==> src/rtl/render_pipeline_pkg.sv <==
// Shared definitions for the render pipeline: primitive assembler state
// encoding and the width of the signed triangle area.
package render_pipeline_pkg;

  typedef enum logic [2:0] {
    IDLE,
    READ_INDEX,
    WAIT_INDEX,
    READ_VERTEX,
    WAIT_VERTEX,
    CULL,
    EMIT,
    DONE
  } pa_cull_state_t;

  // Two guard bits let the edge-function difference of products fit exactly.
  localparam int PA_AREA_GUARD_BITS = 2;
  localparam int PA_AREA_W_DEFAULT  = 2 * 12 + PA_AREA_GUARD_BITS;

  function automatic int pa_area_width(input int data_w);
    return 2 * data_w + PA_AREA_GUARD_BITS;
  endfunction

endpackage

==> src/rtl/triangle_cull_test.sv <==
// Trivial-reject and winding test for one triangle; the decision is captured
// on load so it is ready in the cycle after the vertices arrive.
module triangle_cull_test
  import render_pipeline_pkg::*;
#(
  parameter int DATAWIDTH     = 12,
  parameter int SCREEN_WIDTH  = 320,
  parameter int SCREEN_HEIGHT = 320,
  parameter int CULL_BACKFACE = 1,
  parameter int CULL_CW       = 0
) (
  input  logic                     clk,
  input  logic                     rst,
  input  logic                     load,
  input  logic [2*DATAWIDTH-1:0]   i_v0_xy,
  input  logic [2*DATAWIDTH-1:0]   i_v1_xy,
  input  logic [2*DATAWIDTH-1:0]   i_v2_xy,
  input  logic                     i_inv0,
  input  logic                     i_inv1,
  input  logic                     i_inv2,
  output logic                     o_cull
);

  localparam int AREA_W = pa_area_width(DATAWIDTH);
  localparam logic signed [AREA_W-1:0] SW = AREA_W'(SCREEN_WIDTH);
  localparam logic signed [AREA_W-1:0] SH = AREA_W'(SCREEN_HEIGHT);

  function automatic logic signed [AREA_W-1:0] sext(input logic [DATAWIDTH-1:0] v);
    return {{(AREA_W-DATAWIDTH){v[DATAWIDTH-1]}}, v};
  endfunction

  logic signed [AREA_W-1:0] x0, y0, x1, y1, x2, y2;
  logic signed [AREA_W-1:0] area;
  logic off_screen, back_face, degenerate, any_inv;
  logic cull_d, cull_q;

  assign x0 = sext(i_v0_xy[DATAWIDTH-1:0]);
  assign y0 = sext(i_v0_xy[2*DATAWIDTH-1:DATAWIDTH]);
  assign x1 = sext(i_v1_xy[DATAWIDTH-1:0]);
  assign y1 = sext(i_v1_xy[2*DATAWIDTH-1:DATAWIDTH]);
  assign x2 = sext(i_v2_xy[DATAWIDTH-1:0]);
  assign y2 = sext(i_v2_xy[2*DATAWIDTH-1:DATAWIDTH]);

  always_comb begin
    area       = (x1 - x0) * (y2 - y0) - (x2 - x0) * (y1 - y0);
    any_inv    = i_inv0 | i_inv1 | i_inv2;
    off_screen = (x0[AREA_W-1] & x1[AREA_W-1] & x2[AREA_W-1]) |
                 ((x0 >= SW) & (x1 >= SW) & (x2 >= SW)) |
                 (y0[AREA_W-1] & y1[AREA_W-1] & y2[AREA_W-1]) |
                 ((y0 >= SH) & (y1 >= SH) & (y2 >= SH));
    degenerate = (area == '0);
    back_face  = 1'b0;
    if (CULL_BACKFACE != 0) begin
      // CCW-culling rejects negative area, CW-culling rejects positive area.
      if (CULL_CW != 0) back_face = !area[AREA_W-1] && !degenerate;
      else              back_face = area[AREA_W-1];
    end
    cull_d = cull_q;
    if (load) cull_d = any_inv | off_screen | degenerate | back_face;
  end

  always_ff @(posedge clk or posedge rst) begin
    if (rst) cull_q <= 1'b0;
    else     cull_q <= cull_d;
  end

  assign o_cull = cull_q;

endmodule

==> src/rtl/primitive_assembler_cull.sv <==
// Fetches indexed triangles, fetches their vertices, rejects culled ones and
// hands surviving primitives downstream with a valid/ready handshake.
module primitive_assembler_cull
  import render_pipeline_pkg::*;
#(
  parameter int DATAWIDTH          = 12,
  parameter int SCREEN_WIDTH       = 320,
  parameter int SCREEN_HEIGHT      = 320,
  parameter int MAX_VERTEX_COUNT   = 16384,
  parameter int MAX_TRIANGLE_COUNT = 16384,
  parameter int CULL_BACKFACE      = 1,
  parameter int CULL_CW            = 0
) (
  input  logic                                   clk,
  input  logic                                   rst,
  input  logic                                   start,
  output logic                                   o_ready,
  output logic                                   finished,
  output logic                                   o_index_read_en,
  input  logic [3*$clog2(MAX_VERTEX_COUNT)-1:0]  i_index_data,
  input  logic                                   i_index_dv,
  input  logic                                   i_index_last,
  output logic [3*$clog2(MAX_VERTEX_COUNT)-1:0]  o_vertex_addr,
  output logic                                   o_vertex_read_en,
  input  logic signed [3*DATAWIDTH-1:0]          i_v0,
  input  logic signed [3*DATAWIDTH-1:0]          i_v1,
  input  logic signed [3*DATAWIDTH-1:0]          i_v2,
  input  logic                                   i_v0_invalid,
  input  logic                                   i_v1_invalid,
  input  logic                                   i_v2_invalid,
  input  logic                                   i_vertex_dv,
  output logic signed [3*DATAWIDTH-1:0]          o_v0,
  output logic signed [3*DATAWIDTH-1:0]          o_v1,
  output logic signed [3*DATAWIDTH-1:0]          o_v2,
  output logic                                   o_dv,
  input  logic                                   i_ready,
  output logic                                   o_last,
  output logic [$clog2(MAX_TRIANGLE_COUNT):0]    o_emitted_count,
  output logic [$clog2(MAX_TRIANGLE_COUNT):0]    o_culled_count
);

  localparam int VA_W  = $clog2(MAX_VERTEX_COUNT);
  localparam int CNT_W = $clog2(MAX_TRIANGLE_COUNT) + 1;
  localparam int V_W   = 3 * DATAWIDTH;

  pa_cull_state_t          state_q, state_d;
  logic [3*VA_W-1:0]       vaddr_q, vaddr_d;
  logic                    last_q, last_d;
  logic signed [V_W-1:0]   v0_q, v0_d, v1_q, v1_d, v2_q, v2_d;
  logic [CNT_W-1:0]        emitted_q, emitted_d, culled_q, culled_d;
  logic                    cull_load, cull_hit;

  triangle_cull_test #(
    .DATAWIDTH     (DATAWIDTH),
    .SCREEN_WIDTH  (SCREEN_WIDTH),
    .SCREEN_HEIGHT (SCREEN_HEIGHT),
    .CULL_BACKFACE (CULL_BACKFACE),
    .CULL_CW       (CULL_CW)
  ) u_cull (
    .clk     (clk),
    .rst     (rst),
    .load    (cull_load),
    .i_v0_xy (i_v0[2*DATAWIDTH-1:0]),
    .i_v1_xy (i_v1[2*DATAWIDTH-1:0]),
    .i_v2_xy (i_v2[2*DATAWIDTH-1:0]),
    .i_inv0  (i_v0_invalid),
    .i_inv1  (i_v1_invalid),
    .i_inv2  (i_v2_invalid),
    .o_cull  (cull_hit)
  );

  always_comb begin
    state_d   = state_q;
    vaddr_d   = vaddr_q;
    last_d    = last_q;
    v0_d      = v0_q;
    v1_d      = v1_q;
    v2_d      = v2_q;
    emitted_d = emitted_q;
    culled_d  = culled_q;
    cull_load = 1'b0;
    unique case (state_q)
      IDLE: begin
        if (start) begin
          state_d   = READ_INDEX;
          emitted_d = '0;
          culled_d  = '0;
        end
      end
      READ_INDEX:  state_d = WAIT_INDEX;
      WAIT_INDEX: begin
        if (i_index_dv) begin
          vaddr_d = i_index_data;
          last_d  = i_index_last;
          state_d = READ_VERTEX;
        end
      end
      READ_VERTEX: state_d = WAIT_VERTEX;
      WAIT_VERTEX: begin
        // The cull decision is computed from the same inputs being captured.
        if (i_vertex_dv) begin
          v0_d      = i_v0;
          v1_d      = i_v1;
          v2_d      = i_v2;
          cull_load = 1'b1;
          state_d   = CULL;
        end
      end
      CULL: begin
        if (cull_hit) begin
          culled_d = culled_q + CNT_W'(1);
          state_d  = last_q ? DONE : READ_INDEX;
        end else begin
          state_d = EMIT;
        end
      end
      EMIT: begin
        if (i_ready) begin
          emitted_d = emitted_q + CNT_W'(1);
          state_d   = last_q ? DONE : READ_INDEX;
        end
      end
      DONE:    state_d = IDLE;
      default: state_d = IDLE;
    endcase
  end

  always_ff @(posedge clk or posedge rst) begin
    if (rst) begin
      state_q   <= IDLE;
      vaddr_q   <= '0;
      last_q    <= 1'b0;
      v0_q      <= '0;
      v1_q      <= '0;
      v2_q      <= '0;
      emitted_q <= '0;
      culled_q  <= '0;
    end else begin
      state_q   <= state_d;
      vaddr_q   <= vaddr_d;
      last_q    <= last_d;
      v0_q      <= v0_d;
      v1_q      <= v1_d;
      v2_q      <= v2_d;
      emitted_q <= emitted_d;
      culled_q  <= culled_d;
    end
  end

  assign o_ready          = (state_q == IDLE);
  assign o_index_read_en  = (state_q == READ_INDEX);
  assign o_vertex_read_en = (state_q == READ_VERTEX);
  assign o_dv             = (state_q == EMIT);
  assign o_last           = (state_q == EMIT) && last_q;
  assign finished         = (state_q == DONE);
  assign o_vertex_addr    = vaddr_q;
  assign o_v0             = v0_q;
  assign o_v1             = v1_q;
  assign o_v2             = v2_q;
  assign o_emitted_count  = emitted_q;
  assign o_culled_count   = culled_q;

endmodule
==> config.mk <==
export PLATFORM = sky130hd
export DESIGN_NAME = primitive_assembler_cull
export DESIGN_NICKNAME = d
export VERILOG_FILES = /design/src/rtl/render_pipeline_pkg.sv /design/src/rtl/triangle_cull_test.sv /design/src/rtl/primitive_assembler_cull.sv
export SDC_FILE = /design/constraint.sdc
export NUM_CORES = 1
export LEC_CHECK = 0
export BUFFER_PORTS_ARGS = -buffer_cell sky130_fd_sc_hd__buf_2
export CORE_MARGIN = 1.5
export CORE_UTILIZATION = 35
export DETAILED_ROUTE_END_ITERATION = 8
export PLACE_DENSITY = 0.62
export SKIP_LAST_GASP = 1
export SYNTH_ARGS = -nofsm -noshare
export SYNTH_HDL_FRONTEND = slang
export SYNTH_SLANG_ARGS = --single-unit
==> constraint.sdc <==
create_clock -name clk -period 7.6 [get_ports clk]
set_input_delay 0.38 -clock clk [delete_from_list [all_inputs] [get_ports clk]]
set_output_delay 0.38 -clock clk [all_outputs]
set_load 0.01 [all_outputs]
==> key figures <==
Synth
  – Most frequent cell after synthesis: fa_1
  – Largest family of logic cells by synthesized area: adder cells
  – Mapped cell area: 22500 um^2
  – Unique masters post-synth: 74
  – Number of enable flip-flop cells after synthesis: 0
  – Seq/Total Area, Yosys: 0.205
  – Post-Synth XOR/XNOR Area: 0.0338
  – Seq cells post-synth: 185
  – Top cell type by total area after synthesis: fa_1
  – Syn. warnings: 0
  – Async SR Flop Fraction: 1.00
  – Fraction of the mapped netlist area in simple logic gates: 0.121
  – Post-synth top area share: 0.338
  – Mux cell area share after synthesis: 0.0796
  – Top cells by area, synth: fa_1, dfrtp_1, ha_1
  – Top post-synthesis cells by count: fa_1, inv_1, nor2_1, dfrtp_1, ha_1
  – Syn Inst Count: 2188
  – Compound-Gate Fraction of Synth Area: 0.0546
  – Average size of a mapped cell: 10.3 um^2
  – Synth Flop Type: dfrtp_1
  – Post-synthesis adder-cell area fraction: 0.433
  – Mapped Nets: 2899

Timing
  – Max Transition Viols Final: 0
  – RSZ-0062 raised after global routing: true
  – Max_slew headroom: 0.352
  – # setup viols final: 1
  – Setup ws final: -0.212 ns
  – Hold Vio Cnt, Final: 0
  – Fin crit share: 1.03
  – Fmax: 0.128 GHz
  – Worst slew pin tran: 0.972 ns
  – Layout Skew: 0.0185 ns
  – Final Critical Period: 7.81 ns

CTS
  – CTS sink cnt: 185
  – # H-tree levels: 4
  – CTS tree: built
  – Root buffer cell: clkbuf_16
  – Clock slew at reported path FFs: 0.09 ns
  – Hold_buf cts: 0
  – Clock latency on the worst-skew pair: 0.46 ns
  – Max Root-Sink Buffers: 2
  – TritonCTS buffer count: 17

Die
  – Initial core utilization: 0.356
  – Floorplan die width: 257 um
  – # IOs: 346
  – Die height: 257 um
  – Area of the die: 65900 um^2
  – Core area: 63300 um^2
  – FP Rows: 92

Critical path
  – Most used cell, CP: fa_1
  – Critical Path AT: 8.21 ns
  – R2r endpoint: o_v2[29]
  – Worst R2R Start: state_q[2]
  – Reg2reg path depth: 5
  – Critical path class: in -> reg
  – Crit end category: register
  – CP max stage cell: fa_1
  – Slowest stage delay, CP: 0.56 ns
  – Startpoint types: input port
  – CP Data Required Time: 8.00 ns
  – CP Max Fanout: 5
  – R2R Setup Slk: 4.73 ns

Detailed routing
  – Vias per inst: 4.86
  – Vias: 18042
  – DR pass1 iterations: 6
  – Iteration-0 DRC Markers: 1130
  – Final WL: 67500 um
  – Number of antenna-violating nets in the routed design: 0
  – Wirelength per Cell: 18.2 um
  – # DRC: 0

Min path
  – Worst min path class: in -> async

Layout
  – NumNets Final: 3564
  – Design area: 29600 um^2
  – Area Overhead vs Synth: 31.3%
  – Number of fillers in the final layout: 5907
  – Layout cell share with drive strength beyond 1: 0.379

Place
  – HPWL after DPL: 58000 um
  – Pre-CTS worst setup slack: -1.28 ns
  – Placed Instance Area: 27800 um^2
  – Final Wtd Congestion: 0.941
  – Input/output buffers: 345

Run
  – Max cap viols: 0

GRT
  – Initial antenna violation count: 6
  – First-pass GRT wire length: 108000 um
  – Largest net degree at the start of global routing: 124
  – Vias in the first global route: 19924
  – Grt total ovfl: 0
  – All-Layer GR Usage: 0.207

Outcome
  – Failing checks: setup timing
  – Status: finished with violations
-- metal layers --
layer | wire length, um | track usage
met2 | 34500 | 0.364
met4 | 2000 | 0.0649
met3 | 3280 | 0.0309
met5 | 26 | 0
met1 | 27700 | 0.262
-- cells by family (layout without fill, tap and decap cells) --
| kind of cell | Yosys count | in the layout |
|---|---|---|
| other | 0 | 4 |
| xor gates and xnor gates | 86 | 86 |
| adders and majority gates | 551 | 551 |
| AOI/OAI and AO/OA | 177 | 177 |
| buffers and inverters | 437 | 1115 |
| muxes | 160 | 160 |
| and+or+nand+nor | 592 | 592 |
| DFF | 185 | 185 |
-- layout make-up --
class	instances	area [um^2]	share of cell area
multi-input cells	1566	16900	0.573
repair buffers	718	4910	0.166
flip-flops and latches	185	4630	0.156
inverters	365	1400	0.0474
well taps	846	1060	0.0358
clock buffers	17	425	0.0144
clock inverters	15	208	0.00702
diodes	4	10.0	0.000338
-- cell usage in the layout (no fill, tap or decap), types with 10 or more instances in the layout --
master	Yosys	final
a21oi_1	44	30
a21oi_2	0	14
buf_12	0	23
buf_2	6	339
buf_4	0	337
buf_6	0	17
clkbuf_16	0	17
dfrtp_1	185	185
fa_1	381	352
fa_2	0	29
ha_1	170	152
ha_4	0	18
inv_1	365	347
inv_2	0	12
mux2_2	153	153
nand2_1	66	64
nand2b_1	36	34
nand3_1	26	26
nand4_1	12	12
nor2_1	323	315
nor2b_1	30	24
nor3_1	11	10
o21ai_0	39	28
o21ai_2	0	10
or2_2	42	37
xnor2_1	42	39
xor2_1	43	41
-- worst max-delay path, delay by kind of cell --
kind                     cells  cell delay (ns)
AO/OA/AOI/OAI               11             2.15
buffers and inverters        9             0.72
adder cells (fa/ha/maj)     10             4.15
multiplexers                 1             0.24
AND/OR/NAND/NOR              5             0.57
-- registers in the layout, summed over array words and instances, names as in the netlist --
signal	cells
last_q	1
o_culled_count	15
o_emitted_count	15
o_v0	36
o_v1	36
o_v2	36
o_vertex_addr	42
state_q	3
u_cull.o_cull	1
-- timing repair --
| action | in CTS | in global routing |
|---|---|---|
| resized for setup | 115 | 44 |
| buffers inserted | 43 | 8 |
| endpoints found under the setup margin | 1 | 1 |
| pin swaps | 89 | 56 |
-- worst max-delay path by stage --
stage	startpoint	to	depth (start not counted)
final	i_v1[0]	u_cull.o_cull	36
after global routing	i_v0[12]	u_cull.o_cull	34
after CTS	i_v0[12]	u_cull.o_cull	34
after detailed placement	i_v0[1]	u_cull.o_cull	30
after global placement	i_v0[1]	u_cull.o_cull	30
after floorplan	i_v1[0]	u_cull.o_cull	35
-- stage by stage --
| stage | cells | util | setup TNS [ns] | hold WS [ns] |
|---|---|---|---|---|
| after floorplan | 2188 | - | -0.151 | 0.532 |
| after global placement | 3630 | 0.440 | -1.23 | 0.485 |
| after detailed placement | 3630 | 0.440 | -1.28 | 0.490 |
| after CTS | 3705 | 0.463 | -0.295 | 0.123 |
| after global routing | 3716 | 0.467 | -0.540 | 0.124 |
| final | 3716 | 0.467 | -0.212 | 0.0511 |
Power is not shown: default switching activity piles up to over one toggle a cycle in this logic, so the estimate is an artifact.
